--- config.mk ---
export PLATFORM = sky130hd
export DESIGN_NAME = uart_rx_fifo
export DESIGN_NICKNAME = d
export VERILOG_FILES = /design/src/rtl/uart_pkg.sv /design/src/rtl/uart_fifo_mem.sv /design/src/rtl/uart_rx_fifo.sv
export SDC_FILE = /design/constraint.sdc
export NUM_CORES = 1
export LEC_CHECK = 0
export ABC_AREA = 1
export ABC_CLOCK_PERIOD_IN_PS = 1950
export CAP_MARGIN = 15
export CORE_ASPECT_RATIO = 0.75
export CORE_MARGIN = 8
export CORE_UTILIZATION = 50
export DETAILED_ROUTE_END_ITERATION = 8
export PLACE_DENSITY_LB_ADDON = 0.3
export SLEW_MARGIN = 20
export SYNTH_ARGS = -nofsm -noshare
export SYNTH_HDL_FRONTEND = slang
export SYNTH_SLANG_ARGS = --single-unit
export TNS_END_PERCENT = 20
--- constraint.sdc ---
create_clock -name clk_i -period 1.95 [get_ports clk_i]
set_input_delay 0.39 -clock clk_i [delete_from_list [all_inputs] [get_ports clk_i]]
set_output_delay 0.39 -clock clk_i [all_outputs]
set_load 0.02 [all_outputs]
--- src/rtl/uart_pkg.sv ---
// Shared UART definitions: default widths, FIFO depth and the frame-status record
// reused by the receive buffer, the transmit side and the register block.
package uart_pkg;

  localparam int unsigned UartDataW     = 8;
  localparam int unsigned UartFifoAddrW = 4;
  localparam int unsigned UartFifoDepth = 2 ** UartFifoAddrW;
  localparam int unsigned UartErrCntW   = 8;

  typedef struct packed {
    logic overrun;
    logic frame_err;
  } frame_status_t;

endpackage

--- src/rtl/uart_fifo_mem.sv ---
// Plain register-array FIFO storage: one write port, one registered read port.
// Only the read register is reset; array contents are never read before being written.
module uart_fifo_mem #(
  parameter int unsigned DataW = 8,
  parameter int unsigned AddrW = 4
) (
  input  logic             clk_i,
  input  logic             rst_ni,
  input  logic             we_i,
  input  logic [AddrW-1:0] waddr_i,
  input  logic [DataW-1:0] wdata_i,
  input  logic             re_i,
  input  logic [AddrW-1:0] raddr_i,
  output logic [DataW-1:0] rdata_o
);

  localparam int unsigned Depth = 2 ** AddrW;

  logic [DataW-1:0] mem_q [Depth];
  logic [DataW-1:0] rdata_q;

  always_ff @(posedge clk_i) begin
    if (we_i) begin
      mem_q[waddr_i] <= wdata_i;
    end
  end

  // A read and write to the same slot return the old contents (full push+pop case).
  always_ff @(posedge clk_i or negedge rst_ni) begin
    if (!rst_ni) begin
      rdata_q <= '0;
    end else if (re_i) begin
      rdata_q <= mem_q[raddr_i];
    end
  end

  assign rdata_o = rdata_q;

endmodule

--- src/rtl/uart_rx_fifo.sv ---
// Receive-side buffer behind the UART receiver: circular byte FIFO with registered
// pop, sticky overrun/framing flags and a saturating framing-error counter.
module uart_rx_fifo
  import uart_pkg::*;
#(
  parameter int unsigned DATA_W   = UartDataW,
  parameter int unsigned ADDR_W   = UartFifoAddrW,
  parameter int unsigned ERRCNT_W = UartErrCntW
) (
  input  logic                clk_i,
  input  logic                reset_ni,
  input  logic [DATA_W-1:0]   rx_data_i,
  input  logic                rx_ready_i,
  input  logic                rx_err_i,
  input  logic                rd_en_i,
  output logic [DATA_W-1:0]   rd_data_o,
  output logic                rd_valid_o,
  output logic                empty_o,
  output logic                full_o,
  output logic [ADDR_W:0]     count_o,
  output logic                overrun_o,
  output logic                frame_err_o,
  output logic [ERRCNT_W-1:0] err_count_o,
  input  logic                err_clr_i
);

  localparam logic [ADDR_W:0]     DepthCnt = (ADDR_W + 1)'(2 ** ADDR_W);
  localparam logic [ADDR_W:0]     CntOne   = (ADDR_W + 1)'(1);
  localparam logic [ADDR_W-1:0]   PtrOne   = ADDR_W'(1);
  localparam logic [ERRCNT_W-1:0] ErrOne   = ERRCNT_W'(1);
  localparam logic [ERRCNT_W-1:0] ErrMax   = {ERRCNT_W{1'b1}};

  logic [ADDR_W-1:0]   wr_ptr_q, wr_ptr_d;
  logic [ADDR_W-1:0]   rd_ptr_q, rd_ptr_d;
  logic [ADDR_W:0]     count_q, count_d;
  logic                rd_valid_q;
  frame_status_t       status_q, status_d;
  logic [ERRCNT_W-1:0] err_count_q, err_count_d;

  logic empty, full, push, pop, drop;

  assign empty = (count_q == '0);
  assign full  = (count_q == DepthCnt);

  // Pop is decided first so a full FIFO can accept a push in the same cycle;
  // an empty FIFO never forwards the incoming byte straight to the reader.
  assign pop  = rd_en_i & ~empty;
  assign push = rx_ready_i & (~full | pop);
  assign drop = rx_ready_i & full & ~pop;

  always_comb begin
    wr_ptr_d = wr_ptr_q;
    rd_ptr_d = rd_ptr_q;
    count_d  = count_q;
    if (push) begin
      wr_ptr_d = wr_ptr_q + PtrOne;
    end
    if (pop) begin
      rd_ptr_d = rd_ptr_q + PtrOne;
    end
    if (push && !pop) begin
      count_d = count_q + CntOne;
    end else if (!push && pop) begin
      count_d = count_q - CntOne;
    end
  end

  // Clear first, then let any same-cycle event set the flag again.
  always_comb begin
    status_d    = err_clr_i ? '0 : status_q;
    err_count_d = err_clr_i ? '0 : err_count_q;
    if (drop) begin
      status_d.overrun = 1'b1;
    end
    if (rx_err_i) begin
      status_d.frame_err = 1'b1;
      if (err_count_d != ErrMax) begin
        err_count_d = err_count_d + ErrOne;
      end
    end
  end

  always_ff @(posedge clk_i or negedge reset_ni) begin
    if (!reset_ni) begin
      wr_ptr_q    <= '0;
      rd_ptr_q    <= '0;
      count_q     <= '0;
      rd_valid_q  <= 1'b0;
      status_q    <= '0;
      err_count_q <= '0;
    end else begin
      wr_ptr_q    <= wr_ptr_d;
      rd_ptr_q    <= rd_ptr_d;
      count_q     <= count_d;
      rd_valid_q  <= pop;
      status_q    <= status_d;
      err_count_q <= err_count_d;
    end
  end

  uart_fifo_mem #(
    .DataW (DATA_W),
    .AddrW (ADDR_W)
  ) u_mem (
    .clk_i   (clk_i),
    .rst_ni  (reset_ni),
    .we_i    (push),
    .waddr_i (wr_ptr_q),
    .wdata_i (rx_data_i),
    .re_i    (pop),
    .raddr_i (rd_ptr_q),
    .rdata_o (rd_data_o)
  );

  assign rd_valid_o  = rd_valid_q;
  assign empty_o     = empty;
  assign full_o      = full;
  assign count_o     = count_q;
  assign overrun_o   = status_q.overrun;
  assign frame_err_o = status_q.frame_err;
  assign err_count_o = err_count_q;

endmodule

==> results of run 1 <==
[cell usage in the layout (no fill, tap or decap), types with 2 or more instances in the layout]
cell / count
nand2_1: 231
edfxtp_1: 128
inv_1: 115
nand3_1: 101
buf_4: 51
clkdlybuf4s50_1: 35
nor2_1: 29
dfrtp_1: 26
clkbuf_16: 17
o21ai_0: 11
xor2_1: 9
ha_1: 8
dfrtp_2: 6
inv_4: 5
inv_2: 5
clkinv_4: 5
xnor2_1: 4
nand2_2: 3
o21ai_1: 3
nor3_2: 2
nor2_4: 2
nand4_1: 2
clkinv_1: 2
ha_4: 2
clkbuf_8: 2
clkinv_2: 2
inv_6: 2
buf_12: 2
[worst max-delay path, stage by stage, from the launching register on]
cell and delay [ns]:
dfrtp_2 0.43, nor2_4 0.14, nand3_2 0.10, nor2_4 0.12, nand2_2 0.07, nand2_4 0.07
inv_4 0.04, ha_4 0.15, inv_4 0.05, buf_6 0.10, ha_1 0.25, inv_2 0.08
nor2_1 0.04, nor2_1 0.12, xor2_1 0.15, nand2_1 0.06, nand2_1 0.06
[report_power, final]
part | internal, mW | leakage, nW | switching (mW) | total (mW)
logic | 1.58 | 2.05 | 2.76 | 4.34
clock network | 1.72 | 0.281 | 1.37 | 3.09
registers | 4.19 | 1.55 | 0.260 | 4.45
[metal layers]
| metal | global-route usage, % | part of all wire, % |
|---|---|---|
| met5 | 0 | 0 |
| met4 | 6.04 | 1.3 |
| met3 | 4.09 | 5.5 |
| met2 | 31.1 | 50 |
| met1 | 23.6 | 43 |
[per-stage QoR]
stage | setup TNS, ns | instances | cell area, um^2 | hold WS [ns] | worst slack [ns]
CTS | -0.234 | 1006 | 8690 | 0.364 | -0.136
global placement | -5.42 | 968 | 8090 | 0.464 | -0.357
finish | -0.265 | 1006 | 8700 | 0.361 | -0.151
global route | -0.555 | 1006 | 8700 | 0.406 | -0.276
floorplan | -0.360 | 729 | 7250 | 0.0944 | -0.199
detailed placement | -11.35 | 968 | 8090 | 0.471 | -0.460
[cell families after synthesis]
kind of cell,count (synthesis)
XOR/XNOR,13
adder cells (fa/ha/maj),11
flip-flops,160
AND/OR/NAND/NOR,374
buffers and inverters,151
AO/OA/AOI/OAI,20
[timing repair]
item                                   4_1_cts  5_1_grt
pin swaps                                    8        0
buffers inserted                             6        0
endpoints found under the hold margin        0        0
setup endpoints to repair                    6        5
resized for setup                           16        4
hold buffers                                 0        0
[layout make-up]
class / count / area [um^2] / area share, %
Multi-Input combinational cell: 418 / 1990 / 22.9
Inverter: 124 / 470 / 5.41
Clock inverter: 13 / 101 / 1.16
Tap cell: 180 / 225 / 2.59
Timing Repair Buffer: 92 / 811 / 9.32
Clock buffer: 19 / 453 / 5.20
Sequential cell: 160 / 4650 / 53.5
[sequential cells by signal, summed over array words and instances (netlist names)]
register and cells:
u_mem.rdata_o 8, rd_ptr_q 4, rd_valid_o 1, wr_ptr_q 4, err_count_o 8, overrun_o 1, count_o 5, u_mem.mem_q 128
frame_err_o 1
[worst max path at each step]
stage | startpoint | to | slack [ns] | cells past startpoint
2_1_floorplan | count_o[3] | count_o[4] | -0.20 | 15
3_3_place_gp | rd_en_i | count_o[4] | -0.36 | 14
3_5_place_dp | rd_en_i | count_o[3] | -0.46 | 13
4_1_cts | count_o[1] | count_o[4] | -0.14 | 16
5_1_grt | count_o[1] | count_o[4] | -0.28 | 16
6_report | count_o[1] | count_o[4] | -0.15 | 16
==> results.json, run 1 <==
{
  "status": "finished, violations left",
  "violations": "setup timing",
  "setup_viol": 3,
  "synth.most_common_cell": "nand2_1",
  "grt_pass1_vias": 5162,
  "rsz0062_at_grt": "true",
  "clockRootBuffer": "clkbuf_16",
  "slew_viol_final": 0,
  "track_usage_pct": 18.5,
  "crit_path_end_kind": "flip-flop",
  "wl_per_cell_um": 16.0,
  "cts_buffer_depth": 2,
  "drt-initial-drc-count": 378,
  "synth_xor_area_share_pct": 1.58,
  "synth_area_mm2": 0.00720,
  "setup_ws_ns": -0.151,
  "drt-vias-per-instance": 5.03,
  "hpwl_um": 10700,
  "grt-ovfl-total": 0,
  "path_max_fanout": 3,
  "yosys.area_share.simple_pct": 21.6,
  "r2r_end": "count_o[4]",
  "drcViolationCount": 0,
  "worstSkewPairLatency_ns": 0.42,
  "reg2reg_slack_ns": -0.15,
  "avgSynthCellArea_um2": 9.87,
  "synth_edf_count": 128,
  "place_congestion": 0.861,
  "rows": 38,
  "power_mw": 11.9,
  "skew_ns": 0.00958,
  "cts_tree": "yes",
  "core_area_mm2": 0.0143,
  "slew_headroom_pct": 54.9,
  "synth_nets": 754,
  "yosysTopAreaCellShare_pct": 53.4,
  "antennaDiodeCount": 0,
  "peakVddDrop_mv": 0.753,
  "synth_cell_types": 29,
  "final_core_util_pct": 61.0,
  "synth_seq_area_share_pct": 64.5,
  "power_leakage_nw": 3.88,
  "worst_setup_path_start_kind": "flip-flop",
  "synth_cells": 729,
  "worst_slew_pin_slew_ns": 0.674,
  "p_per_area_mw_per_mm2": 1360,
  "async_flop_share_pct": 20.0,
  "synth_mux_area_share_pct": 0,
  "synth-compound-area-share_pct": 1.55,
  "ys_ff_latch": 160,
  "fill_cells": 1152,
  "area_delta_synth_final_pct": 21.0,
  "rr_startpoint": "count_o[1]",
  "crit_type": "reg2reg",
  "clk_pin_slew_ns": 0.06,
  "drive_gt1_share_pct": 14.0,
  "fin_crit_ns": 2.10,
  "ios": 40,
  "numCtsBuffers": 17,
  "synth_top_family_by_area": "simple AND/OR/NAND/NOR gates",
  "port_buffers": 39,
  "synthFlopType": "edfxtp_1",
  "rr_worst_depth": 16,
  "cp.arrival_ns": 2.46,
  "crit_required_ns": 2.31,
  "fp.dieArea_mm2": 0.0185,
  "drv_cap": 0,
  "hold_class": "in2async",
  "drt_wl_total_um": 16100,
  "cts_max_level": 4,
  "cts.sinks": 160,
  "synth_commonest_cells": "nand2_1 (234), edfxtp_1 (128), inv_1 (117), nand3_1 (102), dfrtp_1 (32)",
  "grt_max_degree": 67,
  "ys_warn_count": 0,
  "hold_viol_final": 0,
  "synth.area.top_cells": "edfxtp_1 (53%), nand2_1 (12%), dfrtp_1 (11%), nand3_1 (7.1%), inv_1 (6.1%)",
  "yosysTopAreaCell": "edfxtp_1",
  "via_count": 5057,
  "initial_core_util_pct": 50.4,
  "dieHeight_um": 120,
  "final_nets": 838,
  "die_x_um": 155,
  "drt-pass1-iter-count": 5,
  "grt_pass1_wl_um": 26500,
  "period_share_pct": 108,
  "synth_adder_area_share_pct": 2.02,
  "ant_nets": 0,
  "clock.fmax_mhz": 476,
  "antenna_found_initial": 0
}
Note: power is estimated with default switching activity, not from simulation.
==> run 2, diff against run 1 <==
--- a/config.mk
+++ b/config.mk
@@ -13,6 +13,7 @@
 export CORE_UTILIZATION = 50
 export DETAILED_ROUTE_END_ITERATION = 8
 export PLACE_DENSITY_LB_ADDON = 0.3
+export SKIP_CTS_REPAIR_TIMING = 1
 export SLEW_MARGIN = 20
 export SYNTH_ARGS = -nofsm -noshare
 export SYNTH_HDL_FRONTEND = slang
==> results.json, run 2 (synthesis gave the netlist of run 1 again) <==
{
  "status": "finished, violations left",
  "violations": "setup timing",
  "cts_tree": "yes",
  "grt_pass1_vias": 5125,
  "port_buffers": 39,
  "ant_nets": 0,
  "path_max_fanout": 3,
  "crit_end": "count_o[4]",
  "setup_ws_ns": -0.161,
  "p_clk_share_pct": 26.0,
  "final_cell_mix": "nand2_1 (231), edfxtp_1 (128), inv_1 (115)",
  "drive_gt1_share_pct": 13.6,
  "skew_ns": 0.00785,
  "wl_per_cell_um": 16.1,
  "reg2reg_slack_ns": -0.16,
  "fin_crit_ns": 2.11,
  "fill_cells": 1152,
  "setup_viol": 3,
  "final_common_cell": "nand2_1",
  "crit_start": "count_o[1]",
  "clk_pin_slew_ns": 0.07,
  "area_delta_synth_final_pct": 20.6,
  "period_share_pct": 108,
  "rows": 38,
  "rr_worst_depth": 16,
  "power_mw": 11.9,
  "hold_class": "in2async",
  "clock.fmax_mhz": 474,
  "slew_headroom_pct": 55.3,
  "drcViolationCount": 0,
  "numCtsBuffers": 17,
  "drt-initial-drc-count": 332,
  "switching_share_pct": 37.0,
  "core_area_mm2": 0.0143,
  "place_ws_ns": -0.460,
  "p_per_area_mw_per_mm2": 1370,
  "crit_required_ns": 2.31,
  "hold_ws_ns": 0.364,
  "hpwl_um": 10700,
  "cts_buffer_depth": 2,
  "power_leakage_nw": 3.87,
  "rsz0062_at_grt": "true",
  "antenna_found_initial": 0,
  "via_count": 5056,
  "drv_cap": 0,
  "peakVddDrop_mv": 0.756,
  "crit_chain": "nor2_4 > nand3_2 > nor2_4 > nand2_2 > nand2_2 > inv_4 > ha_4 > inv_4 > buf_6 > ha_1 > inv_2 > nor2_1 > nor2_1 > xor2_1 > nand2_1 > nand2_1",
  "dp_cells": 968,
  "worst_setup_path_start_kind": "flip-flop",
  "hold_viol_final": 0,
  "ios": 40,
  "cp.arrival_ns": 2.47,
  "clockRootBuffer": "clkbuf_16",
  "cts.sinks": 160,
  "track_usage_pct": 18.4,
  "drt-pass1-iter-count": 5,
  "antennaDiodeCount": 0,
  "drt-vias-per-instance": 5.05,
  "final_nets": 834,
  "crit_path_end_kind": "flip-flop",
  "largest_register": "u_mem.mem_q",
  "p_comb_share_pct": 36.6,
  "rr_startpoint": "count_o[1]",
  "seq_power_share_pct": 37.4,
  "fin_setup_tns_ns": -0.263,
  "intPower_mw": 7.49,
  "grt-ovfl-total": 0,
  "slew_viol_final": 0,
  "grt_max_degree": 67,
  "worstSkewPairLatency_ns": 0.43,
  "place_congestion": 0.861,
  "switching_power_mw": 4.40,
  "cts_max_level": 4,
  "crit_type": "reg2reg",
  "r2r_end": "count_o[4]",
  "grt_pass1_wl_um": 26400,
  "worst_slew_pin_slew_ns": 0.668,
  "die_x_um": 155,
  "stdcell_count": 1002,
  "worst_path_max_delay_cell": "dfrtp_2",
  "drt_wl_total_um": 16100,
  "dieHeight_um": 120,
  "critPathMaxStageDelay_ns": 0.43,
  "initial_core_util_pct": 50.4,
  "largest_reg_flops": 128,
  "fp.dieArea_mm2": 0.0185
}
==> run 2: cell types whose count changed in the layout (fill, tap and decap cells not counted) <==
cell	before	now
buf_2	1	0
dlymetal6s2s_1	1	2
nand2_2	3	4
nand2_4	1	0
dlygate4sd2_1	1	0
buf_4	51	47
buf_6	1	2
==> run 2: worst min-delay path by stage <==
stage	slack, ns	to	start
detailed placement	0.47	frame_err_o	frame_err_o
CTS	0.36	u_mem.rdata_o[3]	reset_ni
global placement	0.46	overrun_o	overrun_o
floorplan	0.09	count_o[0]	reset_ni
global route	0.41	u_mem.rdata_o[3]	reset_ni
finish	0.36	u_mem.rdata_o[7]	reset_ni
==> run 2: metal layers <==
| layer | GRT usage [%] | vias to the layer above | part of all wire, % |
|---|---|---|---|
| met3 | 4.09 | 22 | 6.3 |
| li1 | - | 2490 | - |
| met1 | 23.6 | 2416 | 43 |
| met4 | 5.98 | 0 | 1.5 |
| met5 | 0 | - | 0 |
| met2 | 30.7 | 128 | 49 |
==> run 2: cell type report <==
class | count | area [um^2] | area share, %
clock buffers | 19 | 453 | 5.22
flip-flops and latches | 160 | 4650 | 53.6
multi-input cells | 418 | 1990 | 22.9
inverters | 124 | 470 | 5.42
repair buffers | 88 | 791 | 9.11
well taps | 180 | 225 | 2.60
clock inverters | 13 | 101 | 1.17
==> run 2: worst max-delay path, delay by kind of cell (launching register included) <==
family        cells  cell delay [ns]
xor+xnor          1             0.15
flops             1             0.43
buf+inv           4             0.27
simple gates      9             0.78
fa+ha+maj         2             0.41
==> run 2: stage by stage <==
stage	cell area (um^2)	utilization, %
3_3_place_gp	8090	56.7
3_5_place_dp	8090	56.7
2_1_floorplan	7250	-
5_1_grt	8680	60.8
6_report	8680	60.8
4_1_cts	8640	60.6
==> run 2: power by group through the flow <==
stage / Sequential, mW / Combinational (mW) / Clock [mW]
after detailed placement: 4.50 / 4.33 / 0
final: 4.45 / 4.34 / 3.09
after floorplan: 4.64 / 2.66 / 0
after global placement: 4.48 / 4.19 / 0
after global routing: 4.48 / 4.84 / 3.30
after CTS: 4.44 / 4.35 / 3.15
==> run 3, diff against run 2 <==
--- a/config.mk
+++ b/config.mk
@@ -7,7 +7,7 @@
 export LEC_CHECK = 0
 export ABC_AREA = 1
 export ABC_CLOCK_PERIOD_IN_PS = 1950
-export CAP_MARGIN = 15
+export CAP_MARGIN = 25
 export CORE_ASPECT_RATIO = 0.75
 export CORE_MARGIN = 8
 export CORE_UTILIZATION = 50
==> results of run 3 <==
Same layout as run 2: the final DEF is identical, and so are final timing and power.
